**config.mk**
```make
export PLATFORM = sky130hd
export DESIGN_NAME = nsquare_sum_flat
export DESIGN_NICKNAME = d
export VERILOG_FILES = /design/src/rtl/nsquare_sum_pkg.sv /design/src/rtl/nsquare_sum_if.sv /design/src/rtl/nsquare_sum_sq.sv /design/src/rtl/nsquare_sum.sv /design/src/flat_wrapper.sv
export SDC_FILE = /design/constraint.sdc
export NUM_CORES = 1
export LEC_CHECK = 0
export CAP_MARGIN = 40
export CORE_UTILIZATION = 30
export CTS_BUF_LIST = sky130_fd_sc_hd__clkbuf_2 sky130_fd_sc_hd__clkbuf_4 sky130_fd_sc_hd__clkbuf_8
export CTS_CLUSTER_DIAMETER = 60
export DETAILED_ROUTE_END_ITERATION = 12
export PLACE_DENSITY = 0.45
export SYNTH_ARGS = -nofsm -noshare
export SYNTH_HDL_FRONTEND = slang
export SYNTH_HIERARCHICAL = 1
export SYNTH_SLANG_ARGS = --single-unit
```
**constraint.sdc**
```tcl
create_clock -name Clk -period 1.8 [get_ports Clk]
set_clock_uncertainty 0.15 [all_clocks]
set_input_delay 0.45 -clock Clk [delete_from_list [all_inputs] [get_ports Clk]]
set_output_delay 0.45 -clock Clk [all_outputs]
set_load 0.1 [all_outputs]
```
**src/rtl/nsquare_sum_pkg.sv**
```systemverilog
// Shared types and default sizing for the sum-of-squares engine.
package nsquare_sum_pkg;

    localparam int N_WIDTH_DEF   = 3;
    localparam int SUM_WIDTH_DEF = 8;

    typedef enum logic [1:0] {
        IDLE = 2'd0,
        CALC = 2'd1,
        DONE = 2'd2
    } state_e;

endpackage

```
**src/rtl/nsquare_sum_if.sv**
```systemverilog
// Host-side request/result bus of the sum-of-squares engine.
// sum_ovf only exists when NSQ_SATURATE_EN is defined.
interface nsquare_sum_if #(
    parameter int N_WIDTH   = 3,
    parameter int SUM_WIDTH = 8
);
    logic [N_WIDTH-1:0]   N;
    logic                 N_valid;
    logic                 ack;
    logic [SUM_WIDTH-1:0] sum_out;
    logic                 sum_valid;
`ifdef NSQ_SATURATE_EN
    logic                 sum_ovf;
`endif

    modport master (
        output N, N_valid, ack,
        input  sum_out, sum_valid
`ifdef NSQ_SATURATE_EN
        , input sum_ovf
`endif
    );

    modport slave (
        input  N, N_valid, ack,
        output sum_out, sum_valid
`ifdef NSQ_SATURATE_EN
        , output sum_ovf
`endif
    );

endinterface

```
**src/rtl/nsquare_sum_sq.sv**
```systemverilog
// Combinational squarer: idx -> idx*idx at full 2*N_WIDTH precision.
module nsquare_sum_sq
    import nsquare_sum_pkg::*;
#(
    parameter int N_WIDTH = N_WIDTH_DEF
) (
    input  logic [N_WIDTH-1:0]   idx,
    output logic [2*N_WIDTH-1:0] sq
);

    // Operands widened first so the product never truncates.
    assign sq = {{N_WIDTH{1'b0}}, idx} * {{N_WIDTH{1'b0}}, idx};

endmodule

```
**src/rtl/nsquare_sum.sv**
```systemverilog
// Iterative sum-of-squares engine: S = 1^2 + ... + N^2 with valid/ack result hold.
// The square of idx is registered (sq_q) before it is accumulated, so the
// sequence runs k steps of squaring plus one drain step plus the output step:
// sum_valid rises k+2 edges after capture.
// Optional: NSQ_SATURATE_EN makes the accumulator saturate and adds a sticky sum_ovf.
module nsquare_sum
    import nsquare_sum_pkg::*;
#(
    parameter int N_WIDTH   = N_WIDTH_DEF,
    parameter int SUM_WIDTH = SUM_WIDTH_DEF
) (
    input  logic        Clk,
    input  logic        Rst,
    nsquare_sum_if.slave bus
);

    state_e               state_q, state_d;
    logic [N_WIDTH-1:0]   idx_q, idx_d;
    logic [SUM_WIDTH-1:0] acc_q, acc_d;
    logic [SUM_WIDTH-1:0] sq_q, sq_d;
    logic                 drain_q, drain_d;
    logic [SUM_WIDTH-1:0] sum_out_q, sum_out_d;
    logic                 sum_valid_q, sum_valid_d;
`ifdef NSQ_SATURATE_EN
    logic                 ovf_q, ovf_d;
`endif

    logic [2*N_WIDTH-1:0] sq_w;
    logic [SUM_WIDTH:0]   add_w;

    nsquare_sum_sq #(.N_WIDTH(N_WIDTH)) u_sq (
        .idx (idx_q),
        .sq  (sq_w)
    );

    // One extra bit keeps the carry for saturation detection.
    assign add_w = {1'b0, acc_q} + {1'b0, sq_q};

    // State and datapath registers; reset clears everything including outputs.
    always_ff @(posedge Clk or posedge Rst) begin
        if (Rst) begin
            state_q     <= IDLE;
            idx_q       <= '0;
            acc_q       <= '0;
            sq_q        <= '0;
            drain_q     <= 1'b0;
            sum_out_q   <= '0;
            sum_valid_q <= 1'b0;
`ifdef NSQ_SATURATE_EN
            ovf_q       <= 1'b0;
`endif
        end else begin
            state_q     <= state_d;
            idx_q       <= idx_d;
            acc_q       <= acc_d;
            sq_q        <= sq_d;
            drain_q     <= drain_d;
            sum_out_q   <= sum_out_d;
            sum_valid_q <= sum_valid_d;
`ifdef NSQ_SATURATE_EN
            ovf_q       <= ovf_d;
`endif
        end
    end

    // Next-state and datapath update for capture, iteration and hand-off.
    always_comb begin
        state_d     = state_q;
        idx_d       = idx_q;
        acc_d       = acc_q;
        sq_d        = sq_q;
        drain_d     = drain_q;
        sum_out_d   = sum_out_q;
        sum_valid_d = sum_valid_q;
`ifdef NSQ_SATURATE_EN
        ovf_d       = ovf_q;
`endif
        case (state_q)
            IDLE: begin
                if (bus.N_valid) begin
                    idx_d   = bus.N;
                    acc_d   = '0;
                    sq_d    = '0;
                    drain_d = 1'b0;
`ifdef NSQ_SATURATE_EN
                    ovf_d   = 1'b0;
`endif
                    state_d = CALC;
                end
            end
            CALC: begin
`ifdef NSQ_SATURATE_EN
                if (add_w[SUM_WIDTH]) begin
                    acc_d = '1;
                    ovf_d = 1'b1;
                end else begin
                    acc_d = add_w[SUM_WIDTH-1:0];
                end
`else
                acc_d = add_w[SUM_WIDTH-1:0];
`endif
                if (idx_q != '0) begin
                    sq_d  = SUM_WIDTH'(sq_w);
                    idx_d = idx_q - N_WIDTH'(1);
                end else begin
                    sq_d = '0;
                    // First idx==0 edge absorbs the last pending square.
                    if (drain_q) begin
                        sum_out_d   = acc_q;
                        sum_valid_d = 1'b1;
                        state_d     = DONE;
                    end else begin
                        drain_d = 1'b1;
                    end
                end
            end
            DONE: begin
                if (bus.ack) begin
                    sum_valid_d = 1'b0;
                    state_d     = IDLE;
                end
            end
            default: state_d = IDLE;
        endcase
    end

    assign bus.sum_out   = sum_out_q;
    assign bus.sum_valid = sum_valid_q;
`ifdef NSQ_SATURATE_EN
    assign bus.sum_ovf   = ovf_q;
`endif

endmodule

```
**src/flat_wrapper.sv**
```systemverilog
// flat-port wrapper written by rule: the top's interface ports become plain ports
module nsquare_sum_flat import nsquare_sum_pkg::*;
#(
    parameter int N_WIDTH   = N_WIDTH_DEF,
    parameter int SUM_WIDTH = SUM_WIDTH_DEF
)
  (Clk, Rst, bus_N, bus_N_valid, bus_ack, bus_sum_out, bus_sum_valid);
  nsquare_sum_if #(.N_WIDTH(N_WIDTH), .SUM_WIDTH(SUM_WIDTH)) bus_i ();
  input  logic Clk;
  input  logic Rst;
  input wire logic [$bits(bus_i.N)-1:0] bus_N;
  input wire logic [$bits(bus_i.N_valid)-1:0] bus_N_valid;
  input wire logic [$bits(bus_i.ack)-1:0] bus_ack;
  output wire logic [$bits(bus_i.sum_out)-1:0] bus_sum_out;
  output wire logic [$bits(bus_i.sum_valid)-1:0] bus_sum_valid;
  assign bus_i.N = bus_N;
  assign bus_i.N_valid = bus_N_valid;
  assign bus_i.ack = bus_ack;
  assign bus_sum_out = bus_i.sum_out;
  assign bus_sum_valid = bus_i.sum_valid;
  nsquare_sum #(.N_WIDTH(N_WIDTH), .SUM_WIDTH(SUM_WIDTH)) u_core (.Clk(Clk), .Rst(Rst), .bus(bus_i));
endmodule
```
==> metrics.md <==
| Metric | Value |
|---|---|
| Status | finished clean |
| # Max-Cap Violations | 0 |
| Placed Cells | 226 |
| Dpl ws | -0.0315 ns |
| Yosys cell types | 36 |
| Vias per cell | around 4.7 |
| Hold-fix buffers at CTS | 0 |
| Routed WL | between 3000 and 4000 µm |
| Initial antenna violation count | 0 |
| Final Hold Fails | 0 |
| Clock sinks | 29 |
| Most used flip-flop cell after synthesis | dfrtp_1 |
| CTS tree | built |
| Post-route antenna net violation count | 0 |
| Layout Cells excl Fill | 240 |
| Asr flop ratio synth | 1.00 |
| Vias | roughly 1100 |
| I/O pins | 16 |
| Die ar. | 5310 µm² |
| Rows | 25 |
| Unrepaired setup endpoints after global routing | true |
| GRT overflow | 0 |
| Vias in the first global route | between 1000 and 1500 |
| Die X | 72.9 µm |
| Global-route wire length before repair | ~5300 µm |
| Drt first pass iters | 4 |
| CORE AREA | 4790 µm² |
| CP Class | flip-flop to flip-flop |
| Post-synth EDFFs | 0 |
| Layout fillers | between 400 and 500 |
| Crit start category | flip-flop |
| Routability cong. | 0.851 |
| Area growth syn-to-layout | 36.9% |
| H-Tree Depth | 2 |
| # nets final | 189 |
| Drt wl/cell | around 13 µm |
| Data arrival, critical path | 1.78 ns |
| Largest net degree at the start of global routing | 30 |
| Clk_lat worst skew | between 0.2 and 0.3 ns |
| Iter 0 DRT Violations | 26 |
| Smallest setup slack after layout | 0.0229 ns |
| CTS max path bufs | 2 |
| DIE HEIGHT | around 73 µm |
| Buffers on Ports | 15 |
| Fmax | between 500 and 600 MHz |
| #FFs+latches synth | 29 |
| Register area share after synthesis | 0.482 |
| Net Count, Synth | roughly 150 |
| Commonest non-fill, non-tap cell in the layout | dfrtp_1 |
| Antenna diodes | 0 |
| Req. time, crit path | roughly 1.8 ns |
| Tmin final | ~1.8 ns |
| Synth Instances | between 100 and 150 |
| Root Buffer | clkbuf_8 |
| Syn Std Cell Area | between 1500 and 2000 µm² |
| Final period utilization | 0.987 |
| Reg-to-reg slack, setup | around 0.023 ns |
| DRC viols | 0 |
| Initial Utilization | 0.315 |
| Synth Area per Inst | 11.1 µm² |
| Worst Path Max Fanout | 3 |
| HP Class | primary input to async pin |
| Clk slew on worst S/H paths | 0.06 ns |
| Worst hold slack | ~0.35 ns |
| Most frequent cells in the layout | 28 x dfrtp_1, 17 x buf_4, 11 x nand2_1 |
| TritonCTS buffer count | 5 |
| Finish-stage setup viols | 0 |
| Ys Warns | 6 |
| Final Max Tran Viols | 0 |
| Share of layout cells above drive strength 1 | 0.301 |
| HPWL reported at the end of detailed placement | ~2200 µm |
| Total track usage | 0.137 |
| Worst setup EP type | flip-flop |
==> cells by family after synthesis <==
logic type	Yosys count	synth area share
and+or+nand+nor	33	0.124
adders and majority gates	10	0.0880
AOI/OAI and AO/OA	40	0.184
other	1	0.00249
muxes	8	0.0598
xor gates and xnor gates	5	0.0291
buffers and inverters	10	0.0316
DFF	29	0.482
==> cells in the mapped netlist, types with 2 or more instances <==
| library cell | instances | area, µm² |
|---|---|---|
| a22o_1 | 8 | 70.1 |
| o21ai_0 | 9 | 45.0 |
| a21o_1 | 4 | 30.0 |
| buf_4 | 2 | 15.0 |
| nor2_1 | 4 | 15.0 |
| nand2_1 | 11 | 41.3 |
| and2_1 | 3 | 18.8 |
| nand2b_1 | 3 | 18.8 |
| xor2_1 | 3 | 26.3 |
| ha_1 | 9 | 113 |
| mux2_2 | 8 | 90.1 |
| xnor2_1 | 2 | 17.5 |
| nand3_1 | 3 | 15.0 |
| a211o_1 | 2 | 17.5 |
| o211ai_1 | 2 | 15.0 |
| dfrtp_1 | 29 | 726 |
| o21a_1 | 2 | 15.0 |
| a21oi_1 | 8 | 40.0 |
| inv_1 | 6 | 22.5 |
| buf_2 | 2 | 10.0 |
==> registers in the layout (all words and copies together), names as in the netlist <==
name                  count
u_core/acc_q              8
u_core/bus.sum_out        8
u_core/bus.sum_valid      1
u_core/drain_q            1
u_core/idx_q              3
u_core/sq_q               6
u_core/state_q            2
==> through the flow <==
step | cell area [µm²] | utilization | TNS, ns
2_1_floorplan | 1510 | - | 0
3_3_place_gp | 1910 | 0.400 | -0.00713
3_5_place_dp | 1910 | 0.400 | -0.0796
4_1_cts | 2020 | 0.421 | -0.00508
5_1_grt | 2060 | 0.431 | -0.100
6_report | 2060 | 0.431 | 0
==> worst max-delay path, cell delays in order (launching register included) <==
cell and delay [ns]:
dfrtp_1 0.39, ha_2 0.20, fa_2 0.34, a21o_1 0.19
a21oi_4 0.16, o21a_1 0.13, o211ai_1 0.09
==> repair_timing <==
action | CTS | global route
gates cloned | 0 | 0
buffers inserted | 1 | 5
setup endpoints to repair | 3 | 3
pin swaps | 3 | 4
gates resized for setup | 2 | 3
==> cell type report <==
class | count | area, µm² | share of cell area
inverter | 6 | 22.5 | 0.0109
timing repair buffer | 33 | 388 | 0.188
sequential | 29 | 727 | 0.353
tap | 67 | 83.8 | 0.0407
multi-input combinational | 97 | 749 | 0.363
clock buffer | 8 | 91.3 | 0.0443
==> metal layers <==
metal,track usage,part of all wire,vias to the layer above
li1,-,-,555
met1,0.146,0.43,548
met2,0.244,0.50,24
met3,0.0456,0.042,8
met4,0.0654,0.023,0
met5,0,0,-
==> final timing paths <==
path	from	to	cells past startpoint
max in group asynchronous	Rst	u_core/acc_q[1]	3
min in group Clk	u_core/acc_q[4]	u_core/acc_q[4]	2
setup reg to reg	u_core/acc_q[0]	u_core/acc_q[6]	6
hold / removal	Rst	u_core/idx_q[0]	3
setup / recovery	u_core/acc_q[0]	u_core/acc_q[6]	6
hold reg to reg	u_core/acc_q[4]	u_core/acc_q[4]	2
Power is not shown: default switching activity piles up to over one toggle a cycle in this logic, so the estimate is an artifact.
==> edit, RTL diff (same flow settings) <==
Make the reset (`Rst`) synchronous in one clocked block.
--- a/src/rtl/nsquare_sum.sv
+++ b/src/rtl/nsquare_sum.sv
@@ -37,7 +37,7 @@
     assign add_w = {1'b0, acc_q} + {1'b0, sq_q};
 
     // State and datapath registers; reset clears everything including outputs.
-    always_ff @(posedge Clk or posedge Rst) begin
+    always_ff @(posedge Clk) begin
         if (Rst) begin
             state_q     <= IDLE;
             idx_q       <= '0;
Formal check against the unedited RTL: differs if Rst is asserted again (counterexample within 4 cycles, from zero or initial values and one cycle with Rst high); with Rst held inactive, the same outputs for 10 cycles.
==> edit against the original RTL <==
Critical endpoint is now u_core/acc_q[6]; the run now ends with negative setup slack left; hold slack worse by 0.034 ns; worst setup slack lost 0.068 ns; sequential share of layout area down 7.3 points; via count up 13%; synthesized area shrank 3.3%; sequential cell count stayed put; routed wire length is 13% higher; first-iteration DRC count up 92%; non-clock buffer count is 8 higher; synthesized cell count grew 23%; final area rose by 2.2%.
==> edit: results (changes against the original RTL) <==
Setup path:
- The startpoint identified for the worst register-to-register timing path is u_core/sq_q[0].
- The slowest stage of the critical path belongs to the cell fa_2.
- The longest individual stage delay on the worst path was 0.35 ns (-0.04 ns).
- The top cell family by delay on the critical path is adder cells.
- The largest fanout on the critical path came to 2 (-1).

Clock tree:
- The buffers inserted during post-CTS setup optimization came to 2 (+1).

Detailed routing:
- The mean number of vias per cell is 4.97 (+5.2%).
- The routed wirelength normalized by instance count is 13.6 um (+4.6%).
- The detailed router's first-iteration violation count was 50 (+92%).

Cells and area:
- The fill cell total of the finished layout is 437 (-7.4%).
- The non-clock buffer count in the final layout is 41 (+24%).
- The total of clock buffers placed in the layout came to 7 (-1).
- The proportion of cell area occupied by multi-input gates came to 41.5% (+5.2 points).
- From synthesis to final layout, the design area changed by 44.7%.
- The share of the final layout cell area in sequential cells was 27.9% (-7.3 points).
- The number of logic inverters in the finished layout is 3 (-3).
- The final standard cell count with taps included and fillers excluded is 259 (+7.9%).
- The multi-input combinational cell count is 126 (+30%).
- The share of final layout cell area taken by non-clock buffers is 21.3% (+2.4 points).
- The layout net count came to 223 (+18%).
- The relative area of clock buffers and inverters in the final design is 5.70% (+1.3 points).

Outcome:
- The checks that failed: negative setup slack.
- The flow ran to the end, but the final reports show violations.

Timing:
- The final count of negative-setup-slack endpoints is 2 (+2).
- The worst setup margin is -0.0447 ns (-0.0676 ns).

Synth:
- The post-synthesis cell type count came to 38 (+5.6%).
- In the post-synthesis netlist, the biggest area contributors are dfxtp_1 40%, ha_1 7.7%, a21oi_1 6.5%.
- The post-synthesis area per instance is 8.72 um2 (-21%).
- The proportion of register bits with asynchronous set or reset after synthesis was 0% (-100 points).
- The fraction of the yosys area taken by sequential cells is 39.9% (-8.3 points).

Placement:
- The post-detailed-placement cell area was 1930 um2 (+0.98%).
- The HPWL after detailed placement is 2.73 mm (+23%).
- The pre-CTS setup slack came to -0.0876 ns (-0.0560 ns).

Global route:
- The pin count of the biggest net entering global routing was 16 (-47%).
## edit: changes by cell type in the layout (fill, tap and decap cells not counted), moves of 9 or more
cell     change
a21oi_1     +12
dfxtp_1     +23
dfrtp_1     -28
nand2_1      +9
nor2_1      +12
## edit: tightest hold or removal path, cell delays in order, from the launching register on
cell	delay, ns
dfxtp_1	0.32
nand2_1	0.06
a21oi_1	0.05
## edit: cells by family after synthesis
family                   count (synthesis)  synth area share (%)
flip-flops                              29                  39.9
AO/OA/AOI/OAI                           47                  20.4
buffers and inverters                   12                  3.95
multiplexers                             4                  3.01
adder cells (fa/ha/maj)                 10                  9.11
other                                    1                 0.257
AND/OR/NAND/NOR                         61                  21.7
XOR/XNOR                                 3                  1.80
## edit: layer usage
metal | vias to the layer above | GRT usage (%) | wire length (um)
li1 | 663 | - | -
met3 | 6 | 4.22 | 87
met4 | 0 | 5.88 | 61
met1 | 605 | 17.5 | 1600
met2 | 14 | 26.3 | 1780
met5 | - | 0 | 0
